[src/rtl/grid_link_router.sv]
// Grid link router: one input FIFO per source, one output register per destination,
// round-robin arbitration per destination, unroutable heads dropped and counted.
module grid_link_router #(
    parameter int NUM_LINKS  = 2,
    parameter int DATA_WIDTH = 64,
    parameter int FIFO_DEPTH = 4,
    parameter int FPGA_ID    = 1
) (
    input  logic                            clk,
    input  logic                            reset,
    input  logic [DATA_WIDTH-1:0]           local_in_data,
    input  logic                            local_in_valid,
    output logic                            local_in_ready,
    output logic [DATA_WIDTH-1:0]           local_out_data,
    output logic                            local_out_valid,
    input  logic                            local_out_ready,
    input  logic [NUM_LINKS*DATA_WIDTH-1:0] link_in_data,
    input  logic [NUM_LINKS-1:0]            link_in_valid,
    output logic [NUM_LINKS-1:0]            link_in_ready,
    output logic [NUM_LINKS*DATA_WIDTH-1:0] link_out_data,
    output logic [NUM_LINKS-1:0]            link_out_valid,
    input  logic [NUM_LINKS-1:0]            link_out_ready,
    output logic [15:0]                     drop_count,
    output logic                            router_busy
);
    localparam int NP  = NUM_LINKS + 1;
    localparam int AW  = $clog2(FIFO_DEPTH);
    localparam int CW  = AW + 1;
    localparam int PW  = $clog2(NP);
    localparam int DNW = $clog2(NP + 1);

    logic [DATA_WIDTH-1:0] in_data [NP];
    logic [NP-1:0]         in_valid;
    logic [NP-1:0]         in_ready;
    logic [NP-1:0]         out_ready;
    logic [NP-1:0]         out_valid;
    logic [DATA_WIDTH-1:0] out_data [NP];

    assign in_data[0]      = local_in_data;
    assign in_valid        = {link_in_valid, local_in_valid};
    assign out_ready       = {link_out_ready, local_out_ready};
    assign local_in_ready  = in_ready[0];
    assign link_in_ready   = in_ready[NP-1:1];
    assign local_out_valid = out_valid[0];
    assign link_out_valid  = out_valid[NP-1:1];
    assign local_out_data  = out_data[0];

    generate
        for (genvar k = 0; k < NUM_LINKS; k++) begin : g_link
            assign in_data[k+1] = link_in_data[k*DATA_WIDTH +: DATA_WIDTH];
            assign link_out_data[k*DATA_WIDTH +: DATA_WIDTH] = out_data[k+1];
        end
    endgenerate

    logic [DATA_WIDTH-1:0] mem [NP][FIFO_DEPTH];
    logic [AW-1:0]         rd_ptr [NP];
    logic [AW-1:0]         wr_ptr [NP];
    logic [CW-1:0]         count [NP];
    logic                  ready_en;
    logic [NP-1:0]         head_valid;
    logic [NP-1:0]         head_drop;
    logic [NP-1:0]         push;
    logic [NP-1:0]         pop;
    logic [DATA_WIDTH-1:0] head_data [NP];
    logic [NP-1:0]         route [NP];
    logic [NP-1:0]         req [NP];
    logic [NP-1:0]         gnt [NP];
    logic [NP-1:0]         found;
    logic [DATA_WIDTH-1:0] load_data [NP];
    logic [PW-1:0]         rr_ptr [NP];
    logic [PW-1:0]         next_ptr [NP];
    logic [DNW-1:0]        drop_num;
    logic [16:0]           drop_sum;

    // One-hot destination for a DST byte; all-zero means unroutable.
    function automatic logic [NP-1:0] route_of(input logic [7:0] dst);
        logic [NP-1:0] oh;
        oh = '0;
        if (dst == 8'(FPGA_ID)) begin
            oh[0] = 1'b1;
        end else begin
            for (int k = 0; k < NUM_LINKS; k++) begin
                if (dst[2:0] == 3'(k)) oh[k+1] = 1'b1;
            end
        end
        return oh;
    endfunction

    always_comb begin
        for (int s = 0; s < NP; s++) begin
            in_ready[s]   = ready_en && (count[s] != CW'(FIFO_DEPTH));
            push[s]       = in_valid[s] && in_ready[s];
            head_valid[s] = (count[s] != '0);
            head_data[s]  = mem[s][rd_ptr[s]];
            route[s]      = route_of(head_data[s][DATA_WIDTH-1 -: 8]);
            head_drop[s]  = head_valid[s] && (route[s] == '0);
        end
    end

    // Two passes give round-robin order starting at rr_ptr without modulo arithmetic.
    always_comb begin
        for (int d = 0; d < NP; d++) begin
            gnt[d]       = '0;
            found[d]     = 1'b0;
            load_data[d] = '0;
            next_ptr[d]  = rr_ptr[d];
            for (int s = 0; s < NP; s++) begin
                req[d][s] = head_valid[s] && route[s][d] && (!out_valid[d] || out_ready[d]);
            end
            for (int s = 0; s < NP; s++) begin
                if (!found[d] && req[d][s] && (s >= int'(rr_ptr[d]))) begin
                    gnt[d][s]    = 1'b1;
                    found[d]     = 1'b1;
                    load_data[d] = head_data[s];
                    next_ptr[d]  = (s == NP - 1) ? '0 : PW'(s + 1);
                end
            end
            for (int s = 0; s < NP; s++) begin
                if (!found[d] && req[d][s] && (s < int'(rr_ptr[d]))) begin
                    gnt[d][s]    = 1'b1;
                    found[d]     = 1'b1;
                    load_data[d] = head_data[s];
                    next_ptr[d]  = (s == NP - 1) ? '0 : PW'(s + 1);
                end
            end
        end
    end

    always_comb begin
        drop_num = '0;
        for (int s = 0; s < NP; s++) begin
            pop[s] = head_drop[s];
            for (int d = 0; d < NP; d++) begin
                pop[s] = pop[s] || gnt[d][s];
            end
            if (head_drop[s]) drop_num = drop_num + DNW'(1);
        end
        drop_sum = {1'b0, drop_count} + 17'(drop_num);
    end

    always_comb begin
        router_busy = |out_valid;
        for (int s = 0; s < NP; s++) begin
            if (head_valid[s]) router_busy = 1'b1;
        end
    end

    // Storage needs no reset: nothing reads an entry before it is written.
    always_ff @(posedge clk) begin
        for (int s = 0; s < NP; s++) begin
            if (push[s]) mem[s][wr_ptr[s]] <= in_data[s];
        end
    end

    always_ff @(posedge clk or posedge reset) begin
        if (reset) begin
            ready_en   <= 1'b0;
            drop_count <= '0;
            for (int s = 0; s < NP; s++) begin
                rd_ptr[s] <= '0;
                wr_ptr[s] <= '0;
                count[s]  <= '0;
            end
            for (int d = 0; d < NP; d++) begin
                out_valid[d] <= 1'b0;
                out_data[d]  <= '0;
                rr_ptr[d]    <= '0;
            end
        end else begin
            ready_en   <= 1'b1;
            drop_count <= drop_sum[16] ? 16'hFFFF : drop_sum[15:0];
            for (int s = 0; s < NP; s++) begin
                if (push[s]) wr_ptr[s] <= wr_ptr[s] + AW'(1);
                if (pop[s])  rd_ptr[s] <= rd_ptr[s] + AW'(1);
                if (push[s] && !pop[s]) begin
                    count[s] <= count[s] + CW'(1);
                end else if (!push[s] && pop[s]) begin
                    count[s] <= count[s] - CW'(1);
                end
            end
            for (int d = 0; d < NP; d++) begin
                if (found[d]) begin
                    out_valid[d] <= 1'b1;
                    out_data[d]  <= load_data[d];
                    rr_ptr[d]    <= next_ptr[d];
                end else if (out_ready[d]) begin
                    out_valid[d] <= 1'b0;
                end
            end
        end
    end
endmodule

[config.mk]
export PLATFORM = sky130hd
export DESIGN_NAME = grid_link_router
export DESIGN_NICKNAME = d
export VERILOG_FILES = /design/src/rtl/grid_link_router.sv
export SDC_FILE = /design/constraint.sdc
export NUM_CORES = 1
export LEC_CHECK = 0
export CELL_PAD_IN_SITES_DETAIL_PLACEMENT = 1
export CELL_PAD_IN_SITES_GLOBAL_PLACEMENT = 1
export CORE_ASPECT_RATIO = 0.8
export CORE_MARGIN = 2
export CORE_UTILIZATION = 50
export CTS_CLUSTER_DIAMETER = 30
export DETAILED_ROUTE_END_ITERATION = 7
export DONT_BUFFER_PORTS = 1
export HOLD_SLACK_MARGIN = 0.12
export PLACE_DENSITY = 0.7
export REMOVE_ABC_BUFFERS = 1
export SLEW_MARGIN = 20
export SYNTH_ARGS = -nofsm -noshare
export SYNTH_HDL_FRONTEND = slang
export SYNTH_SLANG_ARGS = --single-unit
[constraint.sdc]
create_clock -name clk -period 30.2 [get_ports clk]
set_clock_uncertainty 0.15 [all_clocks]
set_input_delay 9.06 -clock clk [delete_from_list [all_inputs] [get_ports clk]]
set_output_delay 9.06 -clock clk [all_outputs]
set_load 0.01 [all_outputs]
==> metrics.txt, run 1 <==
CP Depth=13; number of global-route vias before repair=28144; row count=94; IO Count=415; Clock Power Share=36.1%; RSZ-0062 raised after global routing=false; Post-CTS Setup Repair Bufs=0; part of the power in registers=36.7%; port bufs=0; R2R Path End=count[5]$_DFFE_PP0P_; Tcrit/Tclk final=42.1%; Ys Warns=0; Worst Hold Margin=0.357 ns; Critical Path Max Stage Delay=0.85 ns; FILL cells=7240; Crit Reg-Reg Startpoint=rd_ptr[4]$_DFFE_PP0P_; gr usage total=33.3%; Die Area=84700 um^2; critical path class=in -> reg; family with the most delay on the worst path=simple AND/OR/NAND/NOR gates; ordered cell list for the critical path=nor2b_1 > or2_2 > nor3_2 > o21ai_4 > buf_4 > nand2b_1 > nor4_2 > ha_1 > inv_1 > fa_1 > xor2_1 > nor2_1 > xor2_1; synthesized cell area=41200 um^2; via total after detailed routing=26237; share of cells above drive strength 1=22.4%; FFs w/ async S/R, synth=23.7%; Area Overhead vs Synth=17.9%; 1st-pass router iterations=6; post-route ant nets=0; f_max=78.7 MHz; global-route wire length before repair=201 mm; CP startpoint kind=primary input; initial antenna violation count=7; Final Util=59.2%; TritonCTS Sinks=1007; Post-CTS Hold Fix Bufs=0; flops & latches, synth=1007; clk_lat worst skew=0.76 ns; Via density=6.88; Initial Util=50.3%; H-tree lvl count=4; Syn Area/Cell=16.5 um^2; Worst VDD drop=62.1 uV; drt total wl=141 mm; worst setup path end=count[5]$_DFFE_PP0P_; Hold Path Stages=1; Final Setup Violations=0; chip height=261 um; worst setup path startpoint=link_out_ready[0]; sw power=1.97 mW; crit path max-delay cell type=nand2b_1; post-synth cell types=76; hpwl dp=82.6 mm; post-synthesis sequential area ratio=70.5%; status=finished, final reports clean; critical path fanouts, max=37; reg-to-reg slack, setup=23.27 ns; worst rel slew slack=16.4%; worst slew pin tran=1.25 ns; CTS tree=done; Post-Syn Instances=2496; hold crit path type=reg -> reg; Final Cell Area=48600 um^2; Worst Setup End Kind=flip-flop; commonest non-fill, non-tap cell in the layout=edfxtp_1; largest net degree at the start of global routing=110; Routability Congestion=0.886; setup ws final=17.50 ns; commonest cells after routing, fill and taps aside=edfxtp_1 (768), nand2_1 (237), dfrtp_1 (233); Clock Pin Slew Worst Setup and Hold Paths=0.05 ns; leakage=17.3 nW; DRC Markers=0; Die Span X=325 um; fin. max-slew vios=0; switch share=35.4%; Comb pwr share=27.3%; Clock Path Buffers=3; Worst Reg-to-Reg Cells=14; initial drt markers=2888; WP data arrival=13.22 ns; Post-synth top flop=edfxtp_1; Root Buffer=clkbuf_16; WL/cell=36.9 um; grt ovf=0; Worst Path Buf+Inv=2; post-route minimum period=12.70 ns; register area=29100 um^2; Layout Nets=2784; max cap viols=0; Post-synth EDFFs=768; area of the multi-input gates=11700 um^2; total CTS buffers=170; Setup TNS Final=0 ns; required time worst endpoint=30.72 ns; most used cell along the critical path=xor2_1; Placement Setup Slack=17.00 ns; Power Internal=3.58 mW; Core Region=82000 um^2; Cell Pwr Density=114 nW/um^2; Resized Gates After CTS=0; final hold vios=0; Placed Area=42600 um^2
-- per-stage QoR --
step	cells	power (mW)
5_1_grt	3814	5.73
3_5_place_dp	3493	3.52
6_report	3815	5.55
2_1_floorplan	2335	2.92
4_1_cts	3814	5.54
3_3_place_gp	3493	3.43
-- worst reg2reg max path, cell delays in order (launching register included) --
cell and delay (ns):
dfrtp_4 0.90, buf_4 0.84, or4b_1 0.59, a41o_1 0.41, or3_1 0.60, o21ai_4 0.22, buf_4 0.59, nand2b_1 0.86
nor4_2 0.53, ha_1 0.27, inv_1 0.06, fa_1 0.37, xor2_1 0.15, nor2_1 0.12, xor2_1 0.18
-- power by group through the flow --
stage | sequential (mW) | clock (mW) | combinational [mW]
finish | 2.04 | 2.00 | 1.51
global route | 2.06 | 2.07 | 1.60
CTS | 2.03 | 2.02 | 1.49
detailed placement | 2.05 | 0 | 1.47
global placement | 2.04 | 0 | 1.39
floorplan | 1.98 | 0 | 0.942
-- how the worst min path moves through the flow --
| stage | to | slack [ns] | start |
|---|---|---|---|
| 2_1_floorplan | count[2]$_DFFE_PP0P_ | 0.30 | count[2]$_DFFE_PP0P_ |
| 3_3_place_gp | count[2]$_DFFE_PP0P_ | 0.32 | count[2]$_DFFE_PP0P_ |
| 3_5_place_dp | count[2]$_DFFE_PP0P_ | 0.34 | count[2]$_DFFE_PP0P_ |
| 4_1_cts | count[5]$_DFFE_PP0P_ | 0.36 | count[5]$_DFFE_PP0P_ |
| 5_1_grt | count[5]$_DFFE_PP0P_ | 0.39 | count[5]$_DFFE_PP0P_ |
| 6_report | count[2]$_DFFE_PP0P_ | 0.36 | count[2]$_DFFE_PP0P_ |
-- cells by family (layout without fill, tap and decap cells) --
family          after synthesis  count (layout)  share of synthesized area, %
compound gates              531             531                          9.73
xor+xnor                     28              28                         0.595
fa+ha+maj                    24              24                         0.796
buf+inv                     176             390                          1.77
flops                      1007            1007                          70.5
mux                         209             209                          10.7
other cells                   1               2                       0.00910
simple gates                520             520                          5.87
-- state kept, by name, summed over array words and instances (netlist names) --
name and cells:
drop_count 16, local_out_data 64, ready_en 1, link_out_data 128
rd_ptr 6, rr_ptr 6, wr_ptr 6, mem 768
out_valid 3, count 9
-- Yosys cell counts, drive strengths merged, types with 3 or more instances --
master / instances / area share, %
a211o: 5 / 0.11
a211oi: 6 / 0.13
a21boi: 3 / 0.055
a21o: 24 / 0.44
a21oi: 85 / 1.0
a221o: 39 / 0.95
a221oi: 34 / 0.87
a222oi: 46 / 1.1
a22o: 35 / 0.74
a22oi: 67 / 1.2
a2bb2oi: 3 / 0.064
a31o: 3 / 0.064
a31oi: 3 / 0.046
a32oi: 3 / 0.064
and2: 21 / 0.32
and3: 28 / 0.43
buf: 48 / 0.60
clkbuf: 113 / 1.0
dfrtp: 239 / 15
edfxtp: 768 / 56
fa: 4 / 0.19
ha: 19 / 0.58
inv: 15 / 0.14
mux2: 7 / 0.19
mux2i: 16 / 0.39
mux4: 186 / 10
nand2: 237 / 2.2
nand2b: 11 / 0.17
nand3: 35 / 0.43
nand4: 5 / 0.076
nor2: 97 / 0.90
nor2b: 5 / 0.076
nor3: 37 / 0.50
nor4: 10 / 0.20
nor4b: 4 / 0.085
o211ai: 31 / 0.56
o21ai: 83 / 1.0
o221ai: 34 / 0.72
o22ai: 16 / 0.26
o41ai: 3 / 0.082
or2: 7 / 0.11
or3: 13 / 0.21
xnor2: 17 / 0.36
xor2: 11 / 0.23
-- final cells by class --
cell class / count / area share [%]
Sequential cell: 1007 / 59.9
Multi-Input combinational cell: 1313 / 24.0
Clock buffer: 212 / 9.45
Clock inverter: 109 / 2.87
Tap cell: 1104 / 2.84
Timing Repair Buffer: 54 / 0.835
Inverter: 15 / 0.131
Antenna cell: 1 / 0.00515
-- routing by layer --
layer | GRT usage [%] | share of wire [%] | vias up | wire, um
met3 | 12.7 | 12 | 358 | 16800
met2 | 52.7 | 47 | 1621 | 66800
li1 | - | - | 10267 | -
met4 | 13.7 | 3.6 | 8 | 5130
met5 | 0 | 0.034 | - | 48
met1 | 41.5 | 37 | 13983 | 51900
Power figures use the tool's default switching activity.
==> run 2: changes to the inputs <==
==> constraint.sdc (replaced) <==
create_clock -name clk -period 12.01 [get_ports clk]
set_clock_uncertainty 0.15 [all_clocks]
set_input_delay 3.603 -clock clk [delete_from_list [all_inputs] [get_ports clk]]
set_output_delay 3.603 -clock clk [all_outputs]
set_load 0.01 [all_outputs]
==> run 2 against run 1 <==
Compared with the run above: clock power rose to 2.5 times the previous value; power rose to 2.5 times the previous value; global-route usage fell by 0.095 points; sequential power rose to 2.5 times the previous value; setup slack got worse by 12 ns; utilization barely moved; combinational power rose to 2.5 times the previous value; die area did not move; non-clock buffer count rose by 2; wire length fell by 0.33%; largest cell class unchanged; hold slack got worse by 0.0013 ns; flip-flop and latch count did not move.
==> metrics.txt, run 2 (synthesis gave the netlist of run 1 again) <==
status=finished, final reports clean; Root Buffer=clkbuf_16; post-route ant nets=0 (unchanged); max FFs per register=768 (unchanged); Area Overhead vs Synth=17.9% (about the same); Final Util=59.3% (about the same); grt ovf=0 (unchanged); max cap viols=0 (unchanged); final hold vios=0 (unchanged); Placed Cells=3495 (+0.057%); family with the most delay on the worst path=simple AND/OR/NAND/NOR gates; Worst Reg-to-Reg Cells=14 (unchanged); port bufs=0 (unchanged); chip height=261 um (unchanged); reg-to-reg slack, setup=5.73 ns (-17.54 ns); Die Area=84700 um^2 (unchanged); Layout Nets=2784 (unchanged); Hold Crit Start=count[2]$_DFFE_PP0P_; total CTS buffers=168 (-1.2%); Worst Path Buf+Inv=2 (unchanged); Placement Setup Slack=4.39 ns (-12.61 ns); most used cell along the critical path=xor2_1; drt total wl=140 mm (-0.33%); critical path fanouts, max=37 (unchanged); Finished Layout Cells=3814 (-0.026%); clk_lat worst skew=0.76 ns (about the same); Worst VDD drop=199 uV (+220%); crit path max-delay cell type=nand2b_1; Critical Path Max Stage Delay=0.75 ns (-0.10 ns); ordered cell list for the critical path=nor2b_1 > or2_2 > nor3_2 > o21ai_4 > buf_4 > nand2b_1 > nor4_2 > ha_1 > inv_1 > fa_1 > xor2_1 > nor2_1 > xor2_1; Cell Pwr Density=287 nW/um^2 (+150%); H-tree lvl count=4 (unchanged); CP startpoint kind=primary input; gr usage total=33.2% (-0.095 points); f_max=143 MHz; Tcrit/Tclk final=58.3%; Placed Area=42600 um^2 (about the same); WP data arrival=7.53 ns (-5.69 ns); Worst Hold Margin=0.356 ns (-0.00133 ns); initial drt markers=2652 (-8.2%); initial antenna violation count=5 (-2); Power Total=13.9 mW (+150%); Post-CTS Hold Fix Bufs=0 (unchanged); Worst Setup End Kind=flip-flop; Setup TNS Final=0 ns (unchanged); Final Cell Area=48600 um^2 (about the same); R2R Path End=count[5]$_DFFE_PP0P_; DR top layer=met4; CP Depth=13 (unchanged); part of the power in registers=36.6% (about the same); post-route minimum period=7.01 ns; leakage=17.3 nW (about the same); number of global-route vias before repair=28219 (+0.27%); hpwl dp=83.2 mm (+0.71%); global-route wire length before repair=201 mm (-0.12%); Final Setup Violations=0 (unchanged); Clock Power Share=36.0% (about the same); fin. max-slew vios=0 (unchanged); worst slew pin tran=1.10 ns (-0.150 ns); met1 wire length=52.0 mm (+0.25%); TritonCTS Sinks=1007 (unchanged); Crit Reg-Reg Startpoint=rd_ptr[4]$_DFFE_PP0P_; Met2 Wirelength=66.4 mm (-0.69%); Die Span X=325 um (unchanged); worst hold endpoint=count[2]$_DFFE_PP0P_; largest net degree at the start of global routing=119 (+8.2%); RSZ-0062 raised after global routing=false; DR WL met3=17.3 mm (+2.8%); hold crit path type=reg -> reg; switch share=35.6% (+0.15 points); Power Internal=8.98 mW (+150%); sw power=4.96 mW (+150%); FILL cells=7208 (-0.44%); Clock Path Buffers=3 (unchanged); Via density=6.83 (-0.67%); row count=94 (unchanged); Clock Pin Slew Worst Setup and Hold Paths=0.05 ns (about the same); Post-CTS Setup Repair Bufs=0 (unchanged); worst rel slew slack=25.6% (+9.2 points); share of cells above drive strength 1=22.6% (+0.28 points); Core Region=82000 um^2 (unchanged); Hold Path Stages=1 (unchanged); WL/cell=36.8 um (-0.30%); CTS tree=done; required time worst endpoint=12.53 ns (-18.19 ns); critical path class=in -> reg; commonest non-fill, non-tap cell in the layout=edfxtp_1; Routability Congestion=0.915 (+3.2%); commonest cells after routing, fill and taps aside=edfxtp_1 (768), nand2_1 (237), dfrtp_1 (233); 1st-pass router iterations=6 (unchanged); via total after detailed routing=26055 (-0.69%); Comb pwr share=27.4% (about the same); Resized Gates After CTS=0 (unchanged); Initial Util=50.3% (unchanged); setup ws final=5.00 ns (-12.50 ns); DRC Markers=0 (unchanged); IO Count=415 (unchanged)
-- run 2: area by class of cell --
| class | count | area [um^2] | share of cell area (%) |
|---|---|---|---|
| well taps | 1104 | 1380 | 2.84 |
| repair buffers | 56 | 420 | 0.865 |
| clock buffers | 204 | 4520 | 9.31 |
| multi-input cells | 1313 | 11700 | 24.0 |
| clock inverters | 113 | 1480 | 3.04 |
| flip-flops and latches | 1007 | 29100 | 59.8 |
| inverters | 15 | 63.8 | 0.131 |
| diodes | 2 | 5.00 | 0.0103 |
-- run 2: worst register-to-register path: stages, from the launching register on --
cell and delay [ns]:
dfrtp_4 1.03, buf_4 0.74, mux4_2 0.68, nor4_1 0.50
nand2_1 0.30, nor3_2 0.84, o22ai_4 0.11, buf_4 0.32
nor4_2 0.41, ha_1 0.26, inv_1 0.06, fa_1 0.38
xor2_1 0.16, nor2_1 0.12, xor2_1 0.18
-- run 2: power groups by stage --
stage               Clock (mW)  Sequential (mW)  Combinational [mW]
floorplan                    0             4.98                2.37
global placement             0             5.10                3.50
detailed placement           0             5.14                3.70
CTS                       5.07             5.09                3.76
global route              5.21             5.15                4.03
finish                    5.02             5.10                3.82
-- run 2: worst max-delay path by stage --
stage / startpoint / end / slack (ns)
2_1_floorplan: reset / count[0]$_DFFE_PP0P_ / 1.70
3_3_place_gp: link_out_ready[0] / count[5]$_DFFE_PP0P_ / 4.45
3_5_place_dp: link_out_ready[0] / count[5]$_DFFE_PP0P_ / 4.39
4_1_cts: link_out_ready[0] / count[5]$_DFFE_PP0P_ / 5.12
5_1_grt: link_out_ready[0] / count[5]$_DFFE_PP0P_ / 4.92
6_report: link_out_ready[0] / count[5]$_DFFE_PP0P_ / 5.00
-- run 2: layer usage --
| metal | global-route usage, % | vias to the layer above |
|---|---|---|
| li1 | - | 10287 |
| met1 | 41.8 | 13851 |
| met2 | 52.5 | 1609 |
| met3 | 12.5 | 308 |
| met4 | 13.1 | 0 |
| met5 | 0 | - |
